## src/rtl/seq_pkg.sv

```systemverilog
// Shared definitions for the serial pattern detector family.
//   - Default configuration constants (reset pattern, length, overlap mode).
//   - seq_clamp_len: maps a requested pattern length into 1..max_len.
package seq_pkg;

  localparam int          SEQ_MAX_LEN_DEF     = 8;
  localparam int          SEQ_CNT_W_DEF       = 8;
  localparam logic [7:0]  SEQ_RST_PATTERN_DEF = 8'b0000_1010;
  localparam int          SEQ_RST_LEN_DEF     = 4;
  localparam logic        SEQ_RST_OVERLAP_DEF = 1'b1;

  // A zero length would describe an empty pattern, so it is promoted to 1.
  // Anything beyond the history depth is cut back to the longest pattern
  // that can be held.
  function automatic int unsigned seq_clamp_len(input int unsigned len_in,
                                                input int unsigned max_len);
    int unsigned len_out;
    if (len_in == 32'd0) begin
      len_out = 32'd1;
    end else if (len_in > max_len) begin
      len_out = max_len;
    end else begin
      len_out = len_in;
    end
    return len_out;
  endfunction

endpackage

```

## src/rtl/seq_detect_param.sv

```systemverilog
// Parametrised serial bit-pattern detector.
// Accepts one bit per valid cycle and compares the most recent len bits
// against a runtime-programmable pattern (bit [len-1] oldest, bit [0] newest).
// Ports:
//   clk, rst      clock (rising edge), synchronous active-high reset
//   cfg_load      capture cfg_pattern/cfg_len/cfg_overlap, clear history
//   cfg_pattern   pattern, LSB-aligned
//   cfg_len       pattern length (clamped to 1..MAX_LEN on capture)
//   cfg_overlap   1 = overlapping matches allowed, 0 = non-overlapping
//   in_valid, x   serial sample and its qualifier
//   cnt_clr       clear the match counter (wins over a same-cycle match)
//   match         combinational: the current sample completes the pattern
//   match_q       match delayed by one cycle
//   match_cnt     saturating number of matches
//   fill          valid history bits held, saturating at len-1
module seq_detect_param
  import seq_pkg::*;
#(
  parameter int                 MAX_LEN     = SEQ_MAX_LEN_DEF,
  parameter int                 LEN_W       = $clog2(MAX_LEN) + 1,
  parameter int                 CNT_W       = SEQ_CNT_W_DEF,
  parameter logic [MAX_LEN-1:0] RST_PATTERN = MAX_LEN'(SEQ_RST_PATTERN_DEF),
  parameter int                 RST_LEN     = SEQ_RST_LEN_DEF,
  parameter logic               RST_OVERLAP = SEQ_RST_OVERLAP_DEF
) (
  input  logic               clk,
  input  logic               rst,
  input  logic               cfg_load,
  input  logic [MAX_LEN-1:0] cfg_pattern,
  input  logic [LEN_W-1:0]   cfg_len,
  input  logic               cfg_overlap,
  input  logic               in_valid,
  input  logic               x,
  input  logic               cnt_clr,
  output logic               match,
  output logic               match_q,
  output logic [CNT_W-1:0]   match_cnt,
  output logic [LEN_W-1:0]   fill
);

  localparam logic [CNT_W-1:0] CNT_MAX = {CNT_W{1'b1}};

  logic [MAX_LEN-1:0] pat_r;
  logic [LEN_W-1:0]   len_r;
  logic               ovl_r;
  // The oldest bit of a MAX_LEN-deep history can never fall inside a window
  // (the window always includes the live sample x), so only MAX_LEN-1 bits
  // are stored.
  logic [MAX_LEN-2:0] hist_r;
  logic [LEN_W-1:0]   fill_r;
  logic               match_q_r;
  logic [CNT_W-1:0]   cnt_r;

  logic [MAX_LEN-1:0] window_s;
  logic [MAX_LEN-1:0] mask_s;
  logic [LEN_W-1:0]   len_m1_s;
  logic               accept_s;
  logic               match_s;

  // Window, per-length mask and match decision for the current sample.
  always_comb begin
    window_s = {hist_r, x};
    len_m1_s = len_r - LEN_W'(1);
    accept_s = in_valid & ~cfg_load & ~rst;
    for (int i = 0; i < MAX_LEN; i++) begin
      mask_s[i] = (i < int'(len_r));
    end
    if (accept_s && (fill_r >= len_m1_s) &&
        (((window_s ^ pat_r) & mask_s) == {MAX_LEN{1'b0}})) begin
      match_s = 1'b1;
    end else begin
      match_s = 1'b0;
    end
  end

  // Active configuration: reset defaults or clamped capture on cfg_load.
  always_ff @(posedge clk) begin
    if (rst) begin
      pat_r <= RST_PATTERN;
      len_r <= LEN_W'(RST_LEN);
      ovl_r <= RST_OVERLAP;
    end else if (cfg_load) begin
      pat_r <= cfg_pattern;
      len_r <= LEN_W'(seq_clamp_len(32'(cfg_len), MAX_LEN));
      ovl_r <= cfg_overlap;
    end
  end

  // History shift register and fill count; a non-overlapping match restarts
  // the fill so the next match needs len fresh bits.
  always_ff @(posedge clk) begin
    if (rst || cfg_load) begin
      hist_r <= '0;
      fill_r <= '0;
    end else if (in_valid) begin
      hist_r <= window_s[MAX_LEN-2:0];
      if (match_s && !ovl_r) begin
        fill_r <= '0;
      end else if (fill_r < len_m1_s) begin
        fill_r <= fill_r + LEN_W'(1);
      end else begin
        fill_r <= fill_r;
      end
    end
  end

  // Delayed match and saturating counter; cnt_clr wins over a same-cycle match.
  always_ff @(posedge clk) begin
    if (rst) begin
      match_q_r <= 1'b0;
      cnt_r     <= '0;
    end else begin
      match_q_r <= match_s;
      if (cnt_clr) begin
        cnt_r <= '0;
      end else if (match_s && (cnt_r != CNT_MAX)) begin
        cnt_r <= cnt_r + CNT_W'(1);
      end
    end
  end

  assign match     = match_s;
  assign match_q   = match_q_r;
  assign match_cnt = cnt_r;
  assign fill      = fill_r;

endmodule

```

## config.mk

```make
export PLATFORM = sky130hd
export DESIGN_NAME = seq_detect_param
export DESIGN_NICKNAME = d
export VERILOG_FILES = /design/src/rtl/seq_pkg.sv /design/src/rtl/seq_detect_param.sv
export SDC_FILE = /design/constraint.sdc
export NUM_CORES = 1
export LEC_CHECK = 0
export BUFFER_PORTS_ARGS = -buffer_cell sky130_fd_sc_hd__buf_2
export CAP_MARGIN = 40
export CORE_MARGIN = 5
export CORE_UTILIZATION = 30
export DETAILED_ROUTE_END_ITERATION = 16
export PLACE_DENSITY = 0.55
export SYNTH_ARGS = -nofsm -noshare
export SYNTH_HDL_FRONTEND = slang
export SYNTH_SLANG_ARGS = --single-unit
```

## constraint.sdc

```tcl
create_clock -name clk -period 2.4 [get_ports clk]
set_input_delay 0.24 -clock clk [delete_from_list [all_inputs] [get_ports clk]]
set_output_delay 0.24 -clock clk [all_outputs]
set_load 0.02 [all_outputs]
```

==> flow_metrics.env <==
export IMPL_fill_cells=577
export IMPL_rsz0062_at_grt="yes"
export IMPL_finalNetCount=258
export IMPL_die_area_mm2=0.00735
export IMPL_dp_hpwl_mm=2.80
export IMPL_setup_viol_count_final=0
export IMPL_final_hold_violation_count=0
export IMPL_worst_setup_hold_path_clk_slew_ns=0.08
export IMPL_vdd_drop_max_mv=0.261
export IMPL_yosysTopAreaCellShare_pct=38.4
export IMPL_critical_path_cell_chain="inv_4 -> ha_4 -> xnor2_1 -> ha_1 -> a41oi_2 -> inv_1 -> o211ai_1 -> or2_4 -> inv_1 -> buf_6"
export IMPL_crit_end="match"
export IMPL_timing_final_crit_share_pct=96.4
export IMPL_via_count=1436
export IMPL_wirelength_mm=3.78
export IMPL_worstReg2RegEnd="match_cnt[0]"
export IMPL_critical_path_n_buffers_inverters=4
export IMPL_grt_overflow_total=0
export IMPL_run_status="complete, no violations"
export IMPL_synth_xor_area_share_pct=6.62
export IMPL_synth_adder_area_share_pct=6.55
export IMPL_ys_flop_type="dfxtp_1"
export IMPL_crit_path_end_kind="output port"
export IMPL_die_height_um=85.7
export IMPL_cp_required_ns=2.16
export IMPL_insertion_delay_ns=0.29
export IMPL_fmax_mhz=432
export IMPL_synth_distinct_cells=43
export IMPL_cts_tree="built"
export IMPL_grt_first_pass_wirelength_mm=6.64
export IMPL_drt_iter0_markers=82
export IMPL_critical_path_slowest_cell="dfxtp_4"
export IMPL_drt_pass1_iter_count=4
export IMPL_count_of_nets_left_with_antenna_violations_after_detail_routing=0
export IMPL_critical_path_max_stage_delay_ns=0.38
export IMPL_r2r_start="len_r[1]"
export IMPL_critPathMostFrequentCell="inv_1"
export IMPL_drc=0
export IMPL_clock_sink_count=33
export IMPL_grt_max_degree=21
export IMPL_count_of_hold_fix_buffers_inserted_at_cts=0
export IMPL_setup_worst_path_start_class="flip-flop"
export IMPL_area_fraction_in_and_or_nand_and_nor_cells_after_synthesis_pct=20.7
export IMPL_netlist_top_cells_area="dfxtp_1 38%, mux2i_1 10%, ha_1 6.5%"
export IMPL_async_reset_ff_share_pct=0
export IMPL_antenna_diode_count=0
export IMPL_yosysTopAreaCell="dfxtp_1"
export IMPL_worstSetupStartpoint="len_r[1]"
export IMPL_worst_endpoint_arrival_ns=2.07
export IMPL_layout_drive_gt1_share_pct=29.4
export IMPL_core_rowCount=27
export IMPL_core_area_mm2=0.00554
export IMPL_tritoncts_num_buffers=5
export IMPL_critical_path_max_fanout=4
export IMPL_min_path_type="in2reg"
export IMPL_worstSetupPathDepth=10
export IMPL_timing_setup_tns_ns=0
export IMPL_syn_num_nets=217
export IMPL_slew_violations=0
export IMPL_fin_crit_ns=2.31
export IMPL_synth_avg_cell_area_um2=9.10
export IMPL_ys_seq_area_share_pct=38.4
export IMPL_fin_skew_ns=0.00947
export IMPL_routed_via_density=4.74
export IMPL_number_of_synthesized_register_bits=33
export IMPL_die_w_um=85.7
export IMPL_timing_max_cap_violations=0
export IMPL_clk_path_buf_depth=2
export IMPL_static_leakage_power_nw=0.949
export IMPL_gp_congestion=0.742
export IMPL_io_pins=33
export IMPL_post_synthesis_instance_area_mm2=0.00172
export IMPL_antenna_found_initial=0
export IMPL_area_delta_synth_final_pct=28.4
export IMPL_fraction_of_the_mapped_netlist_area_in_compound_gates_pct=12.2
export IMPL_final_util_pct=39.9
export IMPL_ys_warnings_count=0
export IMPL_worstSetupPathType="reg2out"
export IMPL_syn_inst_count=189
export IMPL_layout_common_cells="31 x buf_2, 30 x dfxtp_1, 25 x nor2_1"
export IMPL_reg2reg_slack_ns=0.09
export IMPL_pd_cells_mw_per_mm2=613
export IMPL_ctsRootBufferMaster="clkbuf_8"
export IMPL_first_global_vias=1415
export IMPL_port_buffers=32
export IMPL_initial_utilization_pct=31.1
export IMPL_worstMarginPinSlew_ns=0.462
export IMPL_routed_wire_length_per_instance_um=12.5
export IMPL_synth_area_mux_share_pct=11.1
export IMPL_number_of_synthesized_flops_with_an_enable_pin=0
export IMPL_synth_top_family_by_area="simple AND/OR/NAND/NOR gates"
export IMPL_most_frequent_standard_cell_in_the_layout_excluding_fill_and_tap_cells="buf_2"
export IMPL_critical_path_top_delay_family="adder cells"
export IMPL_depth_of_the_worst_register_to_register_path=11
export IMPL_slew_limit_headroom_pct=69.1
export IMPL_groute_usage_overall_pct=11.3
export IMPL_h_tree_level_count=2
[area by class of cell]
type                       instances  area, µm²  area share [%]
timing repair buffer              42        241            10.9
clock inverter                     3       68.8            3.11
multi-input combinational        139       1030            46.8
tap                               72       90.1            4.08
sequential                        33        669            30.3
inverter                           9       36.3            1.64
clock buffer                       5       68.8            3.11
[metal layers]
metal | global-route usage, % | part of all wire (%) | vias to the layer above
met5 | 0 | 0 | -
met4 | 4.32 | 1.3 | 0
met3 | 3.84 | 3.8 | 6
met2 | 16.9 | 45 | 23
met1 | 14.9 | 50 | 651
li1 | - | - | 756
[worst min path at each step]
stage / start / to / slack, ns / cells past startpoint
6_report: cfg_pattern[1] / pat_r[1] / 0.15 / 2
4_1_cts: cfg_pattern[1] / pat_r[1] / 0.14 / 2
5_1_grt: cfg_pattern[3] / pat_r[3] / 0.15 / 2
3_5_place_dp: cfg_pattern[1] / pat_r[1] / 0.45 / 2
2_1_floorplan: cfg_overlap / ovl_r / 0.36 / 1
3_3_place_gp: cfg_pattern[1] / pat_r[1] / 0.45 / 2
[cell families (layout without fill, tap and decap cells)]
group | after synthesis | after routing
xor+xnor | 13 | 13
compound gates | 29 | 29
fa+ha+maj | 9 | 9
simple gates | 69 | 69
flops | 33 | 33
buf+inv | 17 | 59
mux | 19 | 19
[stage by stage]
stage / hold WS, ns / cell area (µm²) / instances / setup WS [ns] / power (mW)
after floorplan: 0.362 / 1720 / 189 / 0.0340 / 0.676
after global routing: 0.146 / 2210 / 303 / -0.0377 / 1.41
after CTS: 0.142 / 2140 / 302 / 0.00320 / 1.36
after global placement: 0.448 / 1980 / 292 / 0.123 / 0.717
after detailed placement: 0.451 / 1980 / 292 / 0.0728 / 0.716
final: 0.145 / 2210 / 303 / 0.0859 / 1.35
[power breakdown]
part | total [mW] | internal, mW | switching, mW
Clock | 0.642 | 0.418 | 0.224
Sequential | 0.577 | 0.562 | 0.0151
Combinational | 0.135 | 0.0655 | 0.0694
Total | 1.35 | 1.05 | 0.308
[Yosys cell counts (all sizes together), types with 2 or more instances]
master and number:
mux2i 18, or2 3, xnor2 6, a211o 3
nor2 25, nand3 5, inv 9, o31ai 4
dfxtp 33, nor2b 4, nor4 4, nand2 8
nor3b 2, xor2 7, clkbuf 4, a21oi 6
o21ai 5, nor4b 3, nor3 5, ha 9
o211ai 2, buf 4, or3 3
[what timing repair did]
action,4_1_cts,5_1_grt
resized for setup,4,16
pin swaps,2,6
endpoints found under the setup margin,1,5
setup buffers,2,1
[flip-flops by register name, indices dropped and copies added (netlist names)]
register,cells
pat_r,8
match_cnt,8
ovl_r,1
len_r,4
fill,4
match_q,1
hist_r,7
Power figures use the tool's default switching activity.
